--- src/rtl/bcd_timer_pkg.sv ---
// Shared constants for the BCD down-timer: presets, digit limit, 7-seg patterns.
// Segment patterns are active-low, bit 0 = segment a ... bit 6 = segment g.
package bcd_timer_pkg;

  localparam logic [3:0] PRESET_TENS_DEF  = 4'd2;
  localparam logic [3:0] PRESET_UNITS_DEF = 4'd4;
  localparam logic [3:0] BCD_MAX          = 4'd9;

  localparam logic [6:0] SEG_0     = 7'h40;
  localparam logic [6:0] SEG_1     = 7'h79;
  localparam logic [6:0] SEG_2     = 7'h24;
  localparam logic [6:0] SEG_3     = 7'h30;
  localparam logic [6:0] SEG_4     = 7'h19;
  localparam logic [6:0] SEG_5     = 7'h12;
  localparam logic [6:0] SEG_6     = 7'h02;
  localparam logic [6:0] SEG_7     = 7'h78;
  localparam logic [6:0] SEG_8     = 7'h00;
  localparam logic [6:0] SEG_9     = 7'h10;
  localparam logic [6:0] SEG_BLANK = 7'h7F;

  function automatic logic bcd_ok(input logic [3:0] d);
    return d <= BCD_MAX;
  endfunction

endpackage

--- src/rtl/bcd_down_timer_if.sv ---
// Board-side switch and display bundle for the BCD down-timer.
// master = board/bench side, slave = timer side.
interface bcd_down_timer_if;
  logic [15:0] SW;
  logic [7:0]  LEDR;
  logic [0:0]  LEDG;
  logic [6:0]  HEX1;
  logic [6:0]  HEX0;

  modport master (
    output SW,
    input  LEDR, LEDG, HEX1, HEX0
  );

  modport slave (
    input  SW,
    output LEDR, LEDG, HEX1, HEX0
  );
endinterface

--- src/rtl/bcd_to_7seg.sv ---
// BCD digit to active-low seven-segment decoder.
// Non-BCD codes blank the display.
module bcd_to_7seg
  import bcd_timer_pkg::*;
(
  input  logic [3:0] digit,
  output logic [6:0] seg
);

  always_comb begin
    seg = SEG_BLANK;
    unique case (digit)
      4'd0:    seg = SEG_0;
      4'd1:    seg = SEG_1;
      4'd2:    seg = SEG_2;
      4'd3:    seg = SEG_3;
      4'd4:    seg = SEG_4;
      4'd5:    seg = SEG_5;
      4'd6:    seg = SEG_6;
      4'd7:    seg = SEG_7;
      4'd8:    seg = SEG_8;
      4'd9:    seg = SEG_9;
      default: seg = SEG_BLANK;
    endcase
  end

endmodule

--- src/rtl/bcd_down_timer.sv ---
// Two-digit BCD down-counter from a preset, with load/clamp and auto-reload.
// Define BCD_DOWN_TIMER_HEX_EN to drive HEX1/HEX0; otherwise they stay blank.
module bcd_down_timer
  import bcd_timer_pkg::*;
#(
  parameter logic [3:0] PRESET_TENS  = PRESET_TENS_DEF,
  parameter logic [3:0] PRESET_UNITS = PRESET_UNITS_DEF
) (
  input  logic [3:0]           KEY,
  bcd_down_timer_if.slave      io
);

  logic       clk;
  logic       rst;
  logic       load;
  logic       en;
  logic       mode;
  logic [7:0] sw_val;
  logic [7:0] preset;
  logic [7:0] cnt;
  logic [7:0] nxt;
  logic       sw_ok;
  logic       unused_sw;

  assign clk    = KEY[3];
  assign rst    = io.SW[12];
  assign load   = io.SW[13];
  assign en     = io.SW[14];
  assign mode   = io.SW[15];
  assign sw_val = io.SW[7:0];
  assign preset = {PRESET_TENS, PRESET_UNITS};
  assign sw_ok  = bcd_ok(sw_val[7:4]) && bcd_ok(sw_val[3:0]);

  assign unused_sw = ^{KEY[2:0], io.SW[11:8]};

  // Valid BCD orders like binary, so a plain compare does the clamp.
  always_comb begin
    nxt = cnt;
    if (load) begin
      if (sw_ok)
        nxt = (sw_val > preset) ? preset : sw_val;
    end else if (en) begin
      unique case (1'b1)
        cnt[3:0] != 4'd0:
          nxt = {cnt[7:4], cnt[3:0] - 4'd1};
        cnt[3:0] == 4'd0 && cnt[7:4] != 4'd0:
          nxt = {cnt[7:4] - 4'd1, BCD_MAX};
        cnt == 8'h00 && mode:
          nxt = preset;
        default:
          nxt = cnt;
      endcase
    end
  end

  always_ff @(posedge clk) begin
    if (rst)
      cnt <= preset;
    else
      cnt <= nxt;
  end

  assign io.LEDR    = cnt;
  assign io.LEDG[0] = (cnt == 8'h00);

`ifdef BCD_DOWN_TIMER_HEX_EN
  bcd_to_7seg u_hex1 (
    .digit (cnt[7:4]),
    .seg   (io.HEX1)
  );

  bcd_to_7seg u_hex0 (
    .digit (cnt[3:0]),
    .seg   (io.HEX0)
  );
`else
  assign io.HEX1 = SEG_BLANK;
  assign io.HEX0 = SEG_BLANK;
`endif

endmodule

--- src/flat_wrapper.sv ---
// flat-port wrapper written by rule: the top's interface ports become plain ports
module bcd_down_timer_flat import bcd_timer_pkg::*;
#(
  parameter logic [3:0] PRESET_TENS  = PRESET_TENS_DEF,
  parameter logic [3:0] PRESET_UNITS = PRESET_UNITS_DEF
)
  (KEY, io_SW, io_LEDR, io_LEDG, io_HEX1, io_HEX0);
  bcd_down_timer_if io_i ();
  input  logic [3:0] KEY;
  input wire logic [$bits(io_i.SW)-1:0] io_SW;
  output wire logic [$bits(io_i.LEDR)-1:0] io_LEDR;
  output wire logic [$bits(io_i.LEDG)-1:0] io_LEDG;
  output wire logic [$bits(io_i.HEX1)-1:0] io_HEX1;
  output wire logic [$bits(io_i.HEX0)-1:0] io_HEX0;
  assign io_i.SW = io_SW;
  assign io_LEDR = io_i.LEDR;
  assign io_LEDG = io_i.LEDG;
  assign io_HEX1 = io_i.HEX1;
  assign io_HEX0 = io_i.HEX0;
  bcd_down_timer #(.PRESET_TENS(PRESET_TENS), .PRESET_UNITS(PRESET_UNITS)) u_core (.KEY(KEY), .io(io_i));
endmodule
--- config.mk ---
export PLATFORM = sky130hd
export DESIGN_NAME = bcd_down_timer_flat
export DESIGN_NICKNAME = d
export VERILOG_FILES = /design/src/rtl/bcd_timer_pkg.sv /design/src/rtl/bcd_down_timer_if.sv /design/src/rtl/bcd_to_7seg.sv /design/src/rtl/bcd_down_timer.sv /design/src/flat_wrapper.sv
export SDC_FILE = /design/constraint.sdc
export NUM_CORES = 1
export LEC_CHECK = 0
export CORE_ASPECT_RATIO = 1.4
export CORE_UTILIZATION = 33
export CTS_CLUSTER_SIZE = 25
export DETAILED_ROUTE_END_ITERATION = 6
export PLACE_DENSITY = 0.74
export SETUP_SLACK_MARGIN = 0.5
export SLEW_MARGIN = 10
export SYNTH_ARGS = -nofsm -noshare
export SYNTH_HDL_FRONTEND = slang
export SYNTH_SLANG_ARGS = --single-unit
--- constraint.sdc ---
create_clock -name KEY -period 1.7 [get_ports KEY]
set_clock_uncertainty 0.2 [all_clocks]
set_input_delay 0.17 -clock KEY [delete_from_list [all_inputs] [get_ports KEY]]
set_output_delay 0.17 -clock KEY [all_outputs]
set_load 0.1 [all_outputs]
==> impl_results.md <==
* Yosys warns at 0
* Setup TNS at -1.919 ns
* CP top delay family: simple AND/OR/NAND/NOR gates
* FMAX at 501.9 MHz
* Worst-Skew Late Latency at about 0.27 ns
* Synth-to-layout area growth at 110.7%
* Post-synthesis sequential area ratio at between 20% and 30%
* Failing checks: setup timing
* GRT Resource Usage Total at 24.93%
* Final worst slack at -0.2926 ns
* Setup Viol. Count Final at 9
* IO Pins at 43
* Largest family of logic cells by synthesized area: compound AO/OA/AOI/OAI gates
* Syn_area_per_cell at between 8 and 9 um^2
* WS Path Type: flop to flop
* Primary FF master, synth: dfxtp_1
* CTS Sinks at 8
* Post-synthesis mux area share at 0%
* Clock buffer depth at 2
* RSZ-0062 raised after global routing: yes
* Status: finished, violations left
* Worst setup EP type: flop
* Compound-cell area share of the yosys netlist at between 20 and 30%
* Crit-path cells: inv_4 -> ha_4 -> or4b_4 -> a21oi_4 -> nor2_1 -> a211oi_1
* CTS Root Cell: clkbuf_4
* Final-stage net count at 170
* Max VDD drop at approximately 0.52 mV
* Min Clock Period, post-route at ~2.0 ns
* Antenna violations before repair at 0
* Max reg flops at 8
* Post-synth ARST share at 0%
* CTS tree: done
* Post-synthesis adder-cell area fraction at ~3.6%
* CP Buf/Inv Count at 1
* Detailed Routing Iterations Pass 1 at 4
* I/O Buffers at 21
* Core Region at 1973 um^2
* XOR/XNOR Fraction of Synth Area at 1.252%
* Synthesized area at approximately 700 um^2
* Antenna-violating nets left at 0
* Crit path max fanout at 4
* Slowest CP cell: or4b_4
* Vias at 920
* Residual DRC at 0
* Slowest stage delay, CP at around 0.51 ns
* Post-Syn Instances at 86
* Worst path arrival time at slightly below 2 ns
* Initial DRC count at 31
* Post-synth EDFFs at 0
* Max_cap viols at 0
* Routed wire length at a little under 3 mm
* Fin crit share at 117.2%
* Layout cells sized above 1 at 57.53%
* WP data required at roughly 1.7 ns
* CTS Buf Count at 3
* Simple-gate area share of the yosys netlist at between 20% and 30%
* Hold slack at between 0.3 and 0.4 ns
* Netlist cell types at 31
* Final hold violations at 0
* DIE AREA at 2310 um^2
* CTS H-tree depth at 1
* Die Span X at a little over 40 um
* CTS Hold Buffers Added at 0
* Startpoint Class: flop
* Global-route wire length before repair at between 3 and 4 mm
* Final RePlAce weighted congestion at 0.9577
* Largest net degree at the start of global routing at 9
* Yosys reg bits at 8
* FF-to-FF setup slack at -0.29 ns
* Worst hold path type: flop to flop
* Avg WL per Cell at ~18 um
* DP HPWL at around 1.8 mm
* Most frequent cells in the layout: buf_4 (26), conb_1 (14), buf_6 (13)
* Max-slew violations at 0
* Static Leak at about 0.61 nW
* PwrDens at roughly 740 nW/um^2
* # rows at 19
* Initial Util at 35.45%
* DR vias/cell at around 5.5
* Gr ovfl total at 0
* Commonest non-fill, non-tap cell in the layout: buf_4
* Number of global-route vias before repair at roughly 860
* Clock transition at the registers of the reported paths at approximately 0.06 ns
* Diodes inserted at 0
* Chip height at between 50 and 60 um
==> logic make-up after synthesis <==
family | count (synthesis)
other | 1
and+or+nand+nor | 23
AOI/OAI and AO/OA | 28
xor gates and xnor gates | 1
DFF | 8
adders and majority gates | 2
buffers and inverters | 23
==> power breakdown <==
group | internal [mW] | total [mW] | switching (mW)
logic | 0.279 | 0.706 | 0.427
registers | 0.205 | 0.223 | 0.0176
clock network | 0.0820 | 0.166 | 0.0839
total | 0.567 | 1.09 | 0.528
==> worst paths after layout <==
| check | startpoint | to | depth (start not counted) |
|---|---|---|---|
| worst max-delay path | u_core.io.LEDR[4] | u_core.io.LEDR[4] | 6 |
| worst min-delay path | u_core.io.LEDR[1] | u_core.io.LEDR[1] | 2 |
| worst max register to register | u_core.io.LEDR[4] | u_core.io.LEDR[4] | 6 |
| worst min register to register | u_core.io.LEDR[1] | u_core.io.LEDR[1] | 2 |
==> metal layers <==
metal | track usage (%) | vias up | wire, um
li1 | - | 416 | -
met1 | 23.96 | 444 | 1010
met2 | 44.42 | 51 | 1739
met3 | 3.557 | 9 | 135
met4 | 14.76 | 0 | 97
met5 | 0 | - | 0
==> area by class of cell <==
type / count / area, um^2
multi-input combinational: 68 / 566.8
inverter: 7 / 36.28
clock buffer: 3 / 22.52
sequential: 8 / 180.2
fill: 149 / 499.2
tap: 21 / 26.28
timing repair buffer: 60 / 641.9
==> tightest hold or removal path: cells and delay by family (launching register included) <==
kind / cells / cell delay [ns]
DFF: 1 / 0.35
AOI/OAI and AO/OA: 1 / 0.05
buffers and inverters: 1 / 0.06
==> cells in the mapped netlist, types with 2 or more instances <==
master	count	share of area [%]
a211oi_1	2	2.1
a21oi_1	6	4.3
a221oi_1	3	3.8
a22oi_1	2	2.1
a31oi_1	2	1.8
buf_4	14	15
dfxtp_1	8	23
ha_1	2	3.6
inv_1	7	3.8
nand2b_1	3	2.7
nor2_1	4	2.1
nor3_1	7	5.0
o211ai_1	3	3.2
o21a_1	2	2.1
o21ai_0	4	2.9
or4b_4	2	3.9
==> per-stage QoR <==
| stage | util (%) | instance area [um^2] | power, mW | setup slack (ns) | std cells |
|---|---|---|---|---|---|
| after floorplan | - | 832.0 | 0.6302 | -0.2850 | 99 |
| after global placement | 62.14 | 1226 | 0.7949 | -0.3918 | 150 |
| after detailed placement | 62.14 | 1226 | 0.8041 | -0.4116 | 150 |
| after CTS | 69.37 | 1369 | 1.022 | -0.2278 | 161 |
| after global routing | 74.70 | 1474 | 1.123 | -0.3481 | 167 |
| final | 74.70 | 1474 | 1.095 | -0.2926 | 167 |
==> timing repair <==
item                       4_1_cts  5_1_grt
setup endpoints to repair       17       17
pin swaps                       10        5
setup buffers                    8        6
resized for setup               14       11
(Power assumes the default switching activity.)
